[config.mk]
export PLATFORM = sky130hd
export DESIGN_NAME = keypad_scan
export DESIGN_NICKNAME = d
export VERILOG_FILES = /design/src/rtl/keypad_scan.sv
export SDC_FILE = /design/constraint.sdc
export NUM_CORES = 1
export LEC_CHECK = 0
export CORE_AREA = 10 10 64 87
export CTS_BUF_LIST = sky130_fd_sc_hd__clkbuf_8 sky130_fd_sc_hd__clkbuf_16
export DETAILED_ROUTE_END_ITERATION = 6
export DIE_AREA = 0 0 74 97
export PLACE_DENSITY = 0.72
export SYNTH_ARGS = -nofsm -noshare
export SYNTH_HDL_FRONTEND = slang
export SYNTH_SLANG_ARGS = --single-unit
[constraint.sdc]
create_clock -name clk -period 3.65 [get_ports clk]
set_input_delay 0.9125 -clock clk [delete_from_list [all_inputs] [get_ports clk]]
set_output_delay 0.9125 -clock clk [all_outputs]
set_load 0.05 [all_outputs]
[src/rtl/keypad_scan.sv]
// keypad_scan: 4x4 matrix keypad scanner with tick-based debounce.
// One column is driven low at a time; rows are sampled only on scan ticks.
// A key is accepted after DEBOUNCE_N consistent ticks and released after
// DEBOUNCE_N consecutive all-high ticks. num holds the last accepted code.
module keypad_scan #(
  parameter int SCAN_DIV   = 50000,
  parameter int DEBOUNCE_N = 4
) (
  input  logic       clk,
  input  logic       reset,
  input  logic [3:0] row,
  output logic [3:0] col,
  output logic [3:0] num,
  output logic       kphit
);

  localparam int DW = (SCAN_DIV < 2) ? 1 : $clog2(SCAN_DIV);
  localparam int CW = $clog2(DEBOUNCE_N + 1);
  localparam logic [DW-1:0] DIV_LAST = DW'(SCAN_DIV - 1);
  localparam logic [CW-1:0] DB_PRE   = CW'(DEBOUNCE_N - 1);

  typedef enum logic [1:0] {
    SCAN     = 2'd0,
    DEBOUNCE = 2'd1,
    PRESSED  = 2'd2,
    RELEASE  = 2'd3
  } state_t;

  state_t          state_r;
  logic [DW-1:0]   div_cnt_r;
  logic [CW-1:0]   match_cnt_r;
  logic [CW-1:0]   rel_cnt_r;
  logic [3:0]      col_r;
  logic [3:0]      num_r;
  logic            kphit_r;
  logic [1:0]      cand_row_r;
  logic [3:0]      cand_code_r;

  logic            tick_s;
  logic            row_any_s;
  logic [1:0]      row_idx_s;
  logic [1:0]      col_idx_s;
  logic            same_row_s;
  logic [3:0]      key_code_s;
  logic [3:0]      col_next_s;

  // Key legend: rows 1-2-3-A / 4-5-6-B / 7-8-9-C / *-0-#-D.
  function automatic logic [3:0] key_code(input logic [1:0] r, input logic [1:0] c);
    logic [3:0] code;
    case ({r, c})
      4'd0:    code = 4'd1;
      4'd1:    code = 4'd2;
      4'd2:    code = 4'd3;
      4'd3:    code = 4'd10;
      4'd4:    code = 4'd4;
      4'd5:    code = 4'd5;
      4'd6:    code = 4'd6;
      4'd7:    code = 4'd11;
      4'd8:    code = 4'd7;
      4'd9:    code = 4'd8;
      4'd10:   code = 4'd9;
      4'd11:   code = 4'd12;
      4'd12:   code = 4'd14;
      4'd13:   code = 4'd0;
      4'd14:   code = 4'd15;
      4'd15:   code = 4'd13;
      default: code = 4'd0;
    endcase
    return code;
  endfunction

  // Lowest-numbered low row wins when several rows are pulled low.
  always_comb begin
    row_idx_s = 2'd0;
    if (!row[0]) begin
      row_idx_s = 2'd0;
    end else if (!row[1]) begin
      row_idx_s = 2'd1;
    end else if (!row[2]) begin
      row_idx_s = 2'd2;
    end else if (!row[3]) begin
      row_idx_s = 2'd3;
    end else begin
      row_idx_s = 2'd0;
    end
  end

  // Column index of the currently driven (low) column.
  always_comb begin
    case (col_r)
      4'b1110: col_idx_s = 2'd0;
      4'b1101: col_idx_s = 2'd1;
      4'b1011: col_idx_s = 2'd2;
      4'b0111: col_idx_s = 2'd3;
      default: col_idx_s = 2'd0;
    endcase
  end

  assign tick_s     = (div_cnt_r == DIV_LAST);
  assign row_any_s  = (row != 4'b1111);
  assign same_row_s = row_any_s && (row_idx_s == cand_row_r);
  assign key_code_s = key_code(row_idx_s, col_idx_s);
  assign col_next_s = {col_r[2:0], col_r[3]};

  assign col   = col_r;
  assign num   = num_r;
  assign kphit = kphit_r;

  // Scan-tick divider: one-cycle tick at SCAN_DIV-1, then wrap to zero.
  always_ff @(posedge clk) begin
    if (reset) begin
      div_cnt_r <= '0;
    end else if (tick_s) begin
      div_cnt_r <= '0;
    end else begin
      div_cnt_r <= div_cnt_r + DW'(1);
    end
  end

  // Scan / debounce / hold / release state machine; acts only on ticks.
  always_ff @(posedge clk) begin
    if (reset) begin
      state_r     <= SCAN;
      col_r       <= 4'b1110;
      num_r       <= 4'd0;
      kphit_r     <= 1'b0;
      match_cnt_r <= '0;
      rel_cnt_r   <= '0;
      cand_row_r  <= 2'd0;
      cand_code_r <= 4'd0;
    end else if (tick_s) begin
      case (state_r)
        SCAN: begin
          if (!row_any_s) begin
            col_r <= col_next_s;
          end else begin
            cand_row_r  <= row_idx_s;
            cand_code_r <= key_code_s;
            match_cnt_r <= CW'(1);
            if (DEBOUNCE_N == 1) begin
              state_r <= PRESSED;
              num_r   <= key_code_s;
              kphit_r <= 1'b1;
            end else begin
              state_r <= DEBOUNCE;
            end
          end
        end
        DEBOUNCE: begin
          if (same_row_s) begin
            match_cnt_r <= match_cnt_r + CW'(1);
            if (match_cnt_r == DB_PRE) begin
              state_r <= PRESSED;
              num_r   <= cand_code_r;
              kphit_r <= 1'b1;
            end
          end else begin
            state_r <= SCAN;
            col_r   <= col_next_s;
          end
        end
        PRESSED: begin
          if (!row_any_s) begin
            if (DEBOUNCE_N == 1) begin
              state_r <= SCAN;
              kphit_r <= 1'b0;
              col_r   <= col_next_s;
            end else begin
              rel_cnt_r <= CW'(1);
              state_r   <= RELEASE;
            end
          end
        end
        RELEASE: begin
          if (!row_any_s) begin
            rel_cnt_r <= rel_cnt_r + CW'(1);
            if (rel_cnt_r == DB_PRE) begin
              state_r <= SCAN;
              kphit_r <= 1'b0;
              col_r   <= col_next_s;
            end
          end else begin
            state_r <= PRESSED;
          end
        end
        default: begin
          state_r <= SCAN;
        end
      endcase
    end
  end

endmodule

==> summary.txt, run 1 <==
Synthesis
  – Ys async rst share: 0
  – Synth area leader: dfxtp_1
  – Largest family of logic cells by synthesized area: simple AND/OR/NAND/NOR gates
  – Top cell type's share of synthesized area: 0.373
  – Mux share of post-synthesis cell area: 0.0681
  – Avg Cell Area, Syn: about 8.8 µm²
  – Syn_nets: ~260
  – Adder-Cell Fraction of Synth Area: 0.0597
  – Synth cell types: slightly above 40
  – Gate Count Post-Synth: around 240
  – Post-synthesis sequential element count: 39
  – Simple-Gate Fraction of Synth Area: 0.284
  – Cell Area, Synth: approximately 0.0021 mm²
  – Sequential area share after synthesis: 0.373
  – Synth top area cells: dfxtp_1 (37%), nor2_1 (7.2%), ha_1 (6.0%)
  – YS warnings: 0
  – Synth Area in Compound Gates: 0.109
  – Post-synth EDFFs: 0
  – Synth Area in XOR/XNOR: 0.0669
  – Prevailing post-synth register cell: dfxtp_1

Worst setup path
  – Critical path launch point type: primary input
  – CP max stage cell: clkdlybuf4s50_1
  – Reg-to-Reg End: cand_code_r[2]
  – CP top delay family: compound AO/OA/AOI/OAI gates
  – Data required, critical path: 3.83 ns
  – Worst path cell trace: clkdlybuf4s50_1 -> and4bb_2 -> a21oi_1 -> a2111oi_4 -> mux2i_1 -> nor2_1
  – Critical path class: in -> reg
  – Register-to-register setup slack: roughly 1.4 ns
  – Worst path max stage delay: about 0.63 ns
  – WP buf/inv: 1
  – Crit end category: flop
  – R2R Path Start: div_cnt_r[0]
  – Maximum fanout along the worst path: 9
  – WP data arrival: around 2.8 ns
  – Worst R2R Path Depth: 6

Drt
  – DRT iter0 DRCs: between 100 and 150
  – Total wire length: around 4200 µm
  – DR DRC count: 0
  – Pre-Repair DR Iteration Count: 4
  – Vias per inst: 5.69
  – Vias post-DR: 1680
  – WL/cell: 14.1 µm
  – ANT nets after route: 0

Clock network
  – Post-CTS Resized: 0
  – TritonCTS Buffers: 5
  – CTS Buffer Depth: 2
  – Worst-skew pair later-pin latency: 0.29 ns
  – Clk pin slew, worst setup/hold paths: 0.07 ns
  – Clock Tree Root: clkbuf_8
  – Clock sinks: 39
  – TritonCTS clock tree: built
  – # Post-CTS Setup Buffers: 0
  – Hold_buf cts: 0
  – H-tree levels: 2

Finish
  – Register Area: approximately 780 µm²
  – Area occupied by multi-input gates: 0.00123 mm²
  – Final net count: 267
  – Layout cells sized above 1: 0.0833
  – Most common cell after layout, fill and taps aside: nor2_1
  – Most frequent cells in the layout: nor2_1 (40), dfxtp_1 (39), clkdlybuf4s50_1 (14)
  – N_diodes: 0
  – Finished Cell Area: roughly 0.0024 mm²
  – Fin cells: ~300
  – Fill cells: approximately 370
  – Area growth syn-to-layout: 13.2%

STA
  – Min setup slack post-route: 1.02 ns
  – RSZ-0062 raised after global routing: false
  – FMAX: ~380 MHz
  – Setup Skew: 0.00299 ns
  – Setup Viol. Count Final: 0
  – Actual slew at the worst max-slew pin: around 0.63 ns
  – Final hold violations: 0
  – Setup TNS: 0 ns
  – Slew headroom: 0.582
  – Min Tclk post-route: roughly 2.6 ns
  – Fin crit share: 0.719
  – Fin. max-slew vios: 0

Global route
  – Initial antenna violation count: 0
  – First-pass GRT wire length: just over 7000 µm
  – Number of global-route vias before repair: around 1.6k
  – Global Route Usage Sum: 0.119
  – Pin count of the biggest net entering global routing: 28
  – Grt total ovfl: 0

Flow run
  – Max-cap check violation count: 0

Floorplan
  – Die height: 97 µm
  – DIE AREA: about 0.0072 mm²
  – Starting density of the core: 0.530
  – Row count: 27
  – Die Width: 74 µm
  – I/O pin cnt: 15
  – Core Box Area: 0.00395 mm²

Hold path
  – Worst-case hold path end point: div_cnt_r[0]
  – Min-delay src: div_cnt_r[0]
  – Min-Delay Path Class: reg -> reg
  – Hold Path Cell Cnt: 1

Run status
  – Outcome: completed

Place
  – Place WS: between 0.7 and 0.8 ns
  – Inst Count DP: approximately 290
  – Global placement routability congestion: roughly 0.76
  – Post-DP HPWL: about 3000 µm
  – Placed cell area: approximately 0.0023 mm²
  – Port Buf Inserts: 14

Pwr
  – Cell Pwr Density: 354 mW/mm²
  – Worst vdd ir: between 300 and 400 µV
  – Lkg Pwr: around 0.85 nW
  – Tot Pwr: between 800 and 900 µW
-- registers in the layout, indices dropped and copies added, names as in the netlist --
register	count
cand_code_r	4
cand_row_r	2
col	4
div_cnt_r	16
kphit	1
match_cnt_r	3
num	4
rel_cnt_r	3
state_r	2
-- through the flow --
step           hold slack (ns)   util
2_1_floorplan            0.430      -
3_3_place_gp             0.446  0.570
3_5_place_dp             0.456  0.570
4_1_cts                  0.473  0.600
5_1_grt                  0.508  0.600
6_report                 0.468  0.600
-- area by class of cell --
cell class              instances  share of cell area
well taps                      43              0.0227
repair buffers                 15              0.0622
clock buffers                   6              0.0348
inverters                      11              0.0174
clock inverters                 2              0.0148
flip-flops and latches         39               0.329
multi-input cells             179               0.519
-- synth_stat cells (2+ instances only) --
| library cell | n |
|---|---|
| nor2_1 | 40 |
| dfxtp_1 | 39 |
| nand2_1 | 13 |
| nand3_1 | 13 |
| mux2i_1 | 12 |
| inv_1 | 11 |
| nor3_1 | 11 |
| ha_1 | 10 |
| xor2_1 | 9 |
| a21oi_1 | 8 |
| nand2b_1 | 8 |
| and3_1 | 7 |
| xnor2_1 | 7 |
| clkbuf_1 | 6 |
| o21ai_0 | 6 |
| buf_2 | 4 |
| nand4_1 | 4 |
| and4bb_2 | 3 |
| nand3b_1 | 3 |
| a2bb2oi_1 | 2 |
| o211ai_1 | 2 |
| o31ai_1 | 2 |
-- worst max path at each step --
stage,start,to,slack (ns),cells after the start
2_1_floorplan,row[1],num[0],1.37,6
3_3_place_gp,row[1],num[1],0.76,6
3_5_place_dp,row[1],num[0],0.73,6
4_1_cts,row[1],num[0],1.02,6
5_1_grt,row[1],num[2],0.96,6
6_report,row[1],num[0],1.02,6
-- per-layer routing --
metal  up-vias  track usage  routed length, µm
met1       801        0.130               1730
met2        14        0.213               2230
met5         -            0                  0
met4         0       0.0386                 60
met3         7       0.0296                138
li1        858            -                  -
-- logic make-up after synthesis --
logic type | count (synthesis)
AND/OR/NAND/NOR | 110
flip-flops | 39
AO/OA/AOI/OAI | 30
buffers and inverters | 21
XOR/XNOR | 16
multiplexers | 13
adder cells (fa/ha/maj) | 10
-- where the power goes --
group,switching (mW),internal [mW],total [mW]
logic,0.0222,0.0149,0.0371
clock network,0.151,0.221,0.372
registers,0.00263,0.428,0.431
total,0.176,0.664,0.840
(Power assumes the default switching activity.)
==> run 2: changes to the inputs <==
CORE_AREA = 10 10 65 89   (was 10 10 64 87)
DIE_AREA = 0 0 75 99   (was 0 0 74 97)
clock period = 2.38 ns   (was 3.65 ns; I/O delays follow)
==> run 2 against run 1 <==
Net effect:
- cell count grew 5.8%
- clock power rose by 20%
- sequential cell count unchanged
- non-clock buffer count rose by 16
- wire length rose by 1.5%
- combinational power rose by 82%
- die area grew 3.4%
- count of clock-buffer cells in the layout is the same
- clock skew rose by 0.0021 ns
- core utilization fell by 0.90 points
- critical path depth shrank 5
- register-to-register slack worse by 1.1 ns
- critical path type is now reg -> out
- largest cell class unchanged
- largest power group unchanged
- highest routed layer unchanged
==> summary.txt, run 2 (synthesis gave the netlist of run 1 again) <==
Run status
  – Outcome: completed

Clock network
  – Clk pin slew, worst setup/hold paths: approximately 0.070 ns
  – Worst-skew pair later-pin latency: around 0.30 ns
  – TritonCTS Buffers: 5
  – Hold_buf cts: 0
  – H-tree levels: 2
  – Clock sinks: 39
  – Post-CTS Resized: 0
  – Clock Tree Root: clkbuf_8
  – # Post-CTS Setup Buffers: 0
  – CTS Buffer Depth: 2
  – TritonCTS clock tree: built

Worst setup path
  – Worst R2R Path Depth: 7
  – Crit end category: output port
  – WP buf/inv: 1
  – Worst setup startpoint: col[3]
  – Maximum fanout along the worst path: 5
  – Critical path launch point type: flop
  – Worst path cell trace: clkdlybuf4s50_1
  – Critical path class: reg -> out
  – Data required, critical path: approximately 1.8 ns
  – CP top delay family: buffers and inverters
  – WP depth: 1
  – Register-to-register setup slack: about 0.27 ns
  – WP data arrival: around 1.6 ns
  – CP max stage cell: clkdlybuf4s50_1
  – Worst path max stage delay: ~0.86 ns
  – R2R Path Start: div_cnt_r[0]

Finish
  – Most common cell after layout, fill and taps aside: nor2_1
  – Area growth syn-to-layout: 17.6%
  – Layout cells sized above 1: 0.135
  – Fill cells: 401
  – Fin cells: 312
  – Final net count: around 280
  – N_diodes: 0
  – Largest reg by FF count: div_cnt_r
  – Max reg flops: 16
  – Finished Cell Area: ~0.0025 mm²
  – Most frequent cells in the layout: nor2_1 (40), dfxtp_1 (39), buf_4 (17)

STA
  – Final hold violations: 0
  – RSZ-0062 raised after global routing: false
  – Fin crit share: 0.924
  – Setup Skew: between 0.005 and 0.006 ns
  – Min Tclk post-route: approximately 2.2 ns
  – Actual slew at the worst max-slew pin: 0.545 ns
  – Setup Viol. Count Final: 0
  – Slew headroom: 0.636
  – FMAX: between 400 and 500 MHz
  – Fin. max-slew vios: 0

Drt
  – Total wire length: 4210 µm
  – Vias per inst: between 5 and 6
  – Max layer used: met4
  – Pre-Repair DR Iteration Count: 4
  – Metal3 WL: between 150 and 200 µm
  – WL met2: around 2200 µm
  – WL/cell: between 10 and 15 µm
  – DRT iter0 DRCs: 73
  – DR DRC count: 0
  – ANT nets after route: 0
  – Met1 Wirelength: 1770 µm
  – Vias post-DR: 1728

Global route
  – First-pass GRT wire length: between 7000 and 8000 µm
  – Grt total ovfl: 0
  – Number of global-route vias before repair: 1684
  – Pin count of the biggest net entering global routing: 28
  – Global Route Usage Sum: 0.121
  – Initial antenna violation count: 0

Floorplan
  – I/O pin cnt: 15
  – Starting density of the core: 0.503
  – Die height: between 90 and 100 µm
  – Core Box Area: about 0.0042 mm²
  – DIE AREA: ~0.0074 mm²
  – Row count: 28
  – Die Width: between 70 and 80 µm

Hold path
  – Hold Path Cell Cnt: 1
  – Min-Delay Path Class: reg -> reg
  – Min-delay src: div_cnt_r[0]

Place
  – Global placement routability congestion: between 0.7 and 0.8
  – Post-DP HPWL: about 3200 µm
  – Placed cell area: 0.00238 mm²
  – Inst Count DP: between 300 and 400
  – Port Buf Inserts: 14

Pwr
  – Cell Pwr Density: about 480 mW/mm²
  – Lkg Pwr: 0.914 nW
  – Worst vdd ir: approximately 430 µV

Flow run
  – Max-cap check violation count: 0
==> run 2: routing by layer <==
metal | GRT usage | vias up
met4 | 0.0658 | 0
li1 | - | 893
met2 | 0.211 | 23
met3 | 0.0321 | 7
met1 | 0.125 | 805
met5 | 0 | -
==> run 2: through the flow <==
stage | hold WS, ns | total power [mW] | util | TNS [ns] | setup slack [ns]
after floorplan | 0.430 | 0.714 | - | 0 | 0.299
after global placement | 0.446 | 0.742 | 0.570 | 0 | 0.0133
after detailed placement | 0.455 | 0.743 | 0.570 | -0.0249 | -0.0249
after CTS | 0.471 | 1.19 | 0.591 | 0 | 0.173
after global routing | 0.506 | 1.21 | 0.591 | 0 | 0.0963
final | 0.464 | 1.17 | 0.591 | 0 | 0.182
==> run 2: final cells by class <==
class,count,area [µm²],area share
Multi-Input combinational cell,179,1230,0.499
Tap cell,45,56.3,0.0228
Sequential cell,39,781,0.317
Timing Repair Buffer,31,268,0.109
Inverter,11,41.3,0.0168
Clock buffer,6,82.6,0.0335
Clock inverter,1,5.00,0.00203
==> run 2: worst paths after layout <==
| kind | to |
|---|---|
| setup / recovery | col[3] |
| hold / removal | div_cnt_r[0] |
| setup reg to reg | col[0] |
| hold reg to reg | div_cnt_r[0] |
==> run 2: report_power, final <==
part | internal (mW) | switching (mW)
clock network | 0.227 | 0.220
registers | 0.657 | 0.00384
logic | 0.0322 | 0.0352
total | 0.916 | 0.259
==> run 3: changes to the inputs <==
CAP_MARGIN = 20   (was default)
CORE_AREA = 10 10 75 77   (was 10 10 65 89)
DIE_AREA = 0 0 85 87   (was 0 0 75 99)
HOLD_SLACK_MARGIN = 0.02   (was default)
PLACE_DENSITY = 0.73   (was 0.72)
==> run 3 against run 2 <==
Net effect:
- critical path depth unchanged
- critical endpoint unchanged
- clock power decreased by 2%
- largest cell class unchanged
- highest routed layer unchanged
- sequential share of layout area increased by 0.11 points
==> summary.txt, run 3 (synthesis gave the netlist of run 1 again) <==
Drt
  – DR DRC count: 0
  – Vias per inst: ~5.3
  – WL/cell: approximately 13 µm
  – ANT nets after route: 0
  – Pre-Repair DR Iteration Count: 4
  – DRT iter0 DRCs: between 150 and 200
  – Total wire length: ~4100 µm
  – Vias post-DR: 1672

Floorplan
  – Die height: about 87 µm
  – I/O pin cnt: 15
  – Die Width: between 80 and 90 µm
  – DIE AREA: approximately 0.0074 mm²
  – Starting density of the core: 0.495
  – Core Box Area: between 0.004 and 0.005 mm²
  – Row count: 24

Hold path
  – Min-Delay Path Class: reg -> reg

Clock network
  – Clk pin slew, worst setup/hold paths: about 0.070 ns
  – Clock Tree Root: clkbuf_8
  – TritonCTS clock tree: built
  – Post-CTS Resized: 0
  – H-tree levels: 2
  – Hold_buf cts: 0
  – Clock sinks: 39
  – # Post-CTS Setup Buffers: 0
  – CTS Buffer Depth: 2
  – Worst-skew pair later-pin latency: ~0.30 ns
  – TritonCTS Buffers: 5

STA
  – Setup Viol. Count Final: 0
  – Min Tclk post-route: 2.20 ns
  – Final hold violations: 0
  – Fin. max-slew vios: 0
  – Fin crit share: 0.924
  – Setup Skew: between 0.004 and 0.005 ns
  – Actual slew at the worst max-slew pin: about 0.55 ns
  – Slew headroom: 0.631
  – RSZ-0062 raised after global routing: false
  – FMAX: between 400 and 500 MHz

Finish
  – Area growth syn-to-layout: 17.2%
  – Layout cells sized above 1: 0.128
  – Fin cells: around 320
  – Most frequent cells in the layout: nor2_1 (40), dfxtp_1 (39), buf_4 (15)
  – N_diodes: 0
  – Final core area utilization: 0.580
  – Max reg flops: 16
  – Largest reg by FF count: div_cnt_r
  – Final net count: between 200 and 300
  – Most common cell after layout, fill and taps aside: nor2_1

Global route
  – Global Route Usage Sum: 0.109
  – Grt total ovfl: 0
  – Pin count of the biggest net entering global routing: 28
  – Initial antenna violation count: 0
  – Number of global-route vias before repair: 1459
  – First-pass GRT wire length: roughly 6800 µm

Worst setup path
  – Worst path max stage delay: 0.86 ns
  – WP data arrival: ~1.6 ns
  – Critical path class: reg -> out
  – CP max stage cell: clkdlybuf4s50_1
  – WP buf/inv: 1
  – Data required, critical path: between 1.5 and 2 ns
  – Critical path launch point type: flop
  – Worst path cell trace: clkdlybuf4s50_1
  – Maximum fanout along the worst path: 5
  – Crit end category: output port
  – CP top delay family: buffers and inverters

Place
  – Global placement routability congestion: 0.848
  – Port Buf Inserts: 14
  – Inst Count DP: between 300 and 400
  – Post-DP HPWL: about 3000 µm

Pwr
  – Worst vdd ir: between 300 and 400 µV
  – Tot Pwr: ~1.2 mW
  – Cell Pwr Density: 474 mW/mm²
  – Lkg Pwr: a little over 0.9 nW

Run status
  – Outcome: completed

Flow run
  – Max-cap check violation count: 0
## run 3: changes by cell type in the layout (fill, tap and decap cells not counted), sizes merged
cell,delta
inv,+1
clkbuf,-1
clkinvlp,+1
buf,-2
## run 3: final timing paths
kind / start / end / slack (ns) / cells after the start
setup / recovery: col[3] / col[3] / 0.18 / 1
hold / removal: div_cnt_r[0] / div_cnt_r[0] / 0.47 / 1
setup reg to reg: div_cnt_r[0] / col[2] / 0.23 / 6
hold reg to reg: div_cnt_r[0] / div_cnt_r[0] / 0.47 / 1
## run 3: cell type report
type	instances	area, µm²
clock buffer	5	68.8
multi-input combinational	179	1230
fill	374	1780
inverter	11	41.3
tap	52	65.1
sequential	39	781
timing repair buffer	29	253
clock inverter	3	16.3
## run 3: routing by layer
metal | routed length [µm] | track usage
met5 | 0 | 0
met1 | 2050 | 0.139
met3 | 221 | 0.0459
met4 | 51 | 0.0359
met2 | 1760 | 0.162
## run 3: where the power goes
group	switching, mW	internal (mW)	leakage (nW)
clock network	0.238	0.200	0.0453
registers	0.00412	0.656	0.315
logic	0.0350	0.0308	0.545
## run 3: metrics by stage
step | setup TNS [ns] | hold WS [ns] | setup WS (ns) | instance area (µm²)
final | 0 | 0.468 | 0.181 | 2460
after global routing | 0 | 0.508 | 0.0601 | 2460
after CTS | 0 | 0.471 | 0.172 | 2460
after detailed placement | -0.189 | 0.453 | -0.0402 | 2370
after global placement | -0.0302 | 0.446 | -0.00947 | 2370
after floorplan | 0 | 0.430 | 0.299 | 2100
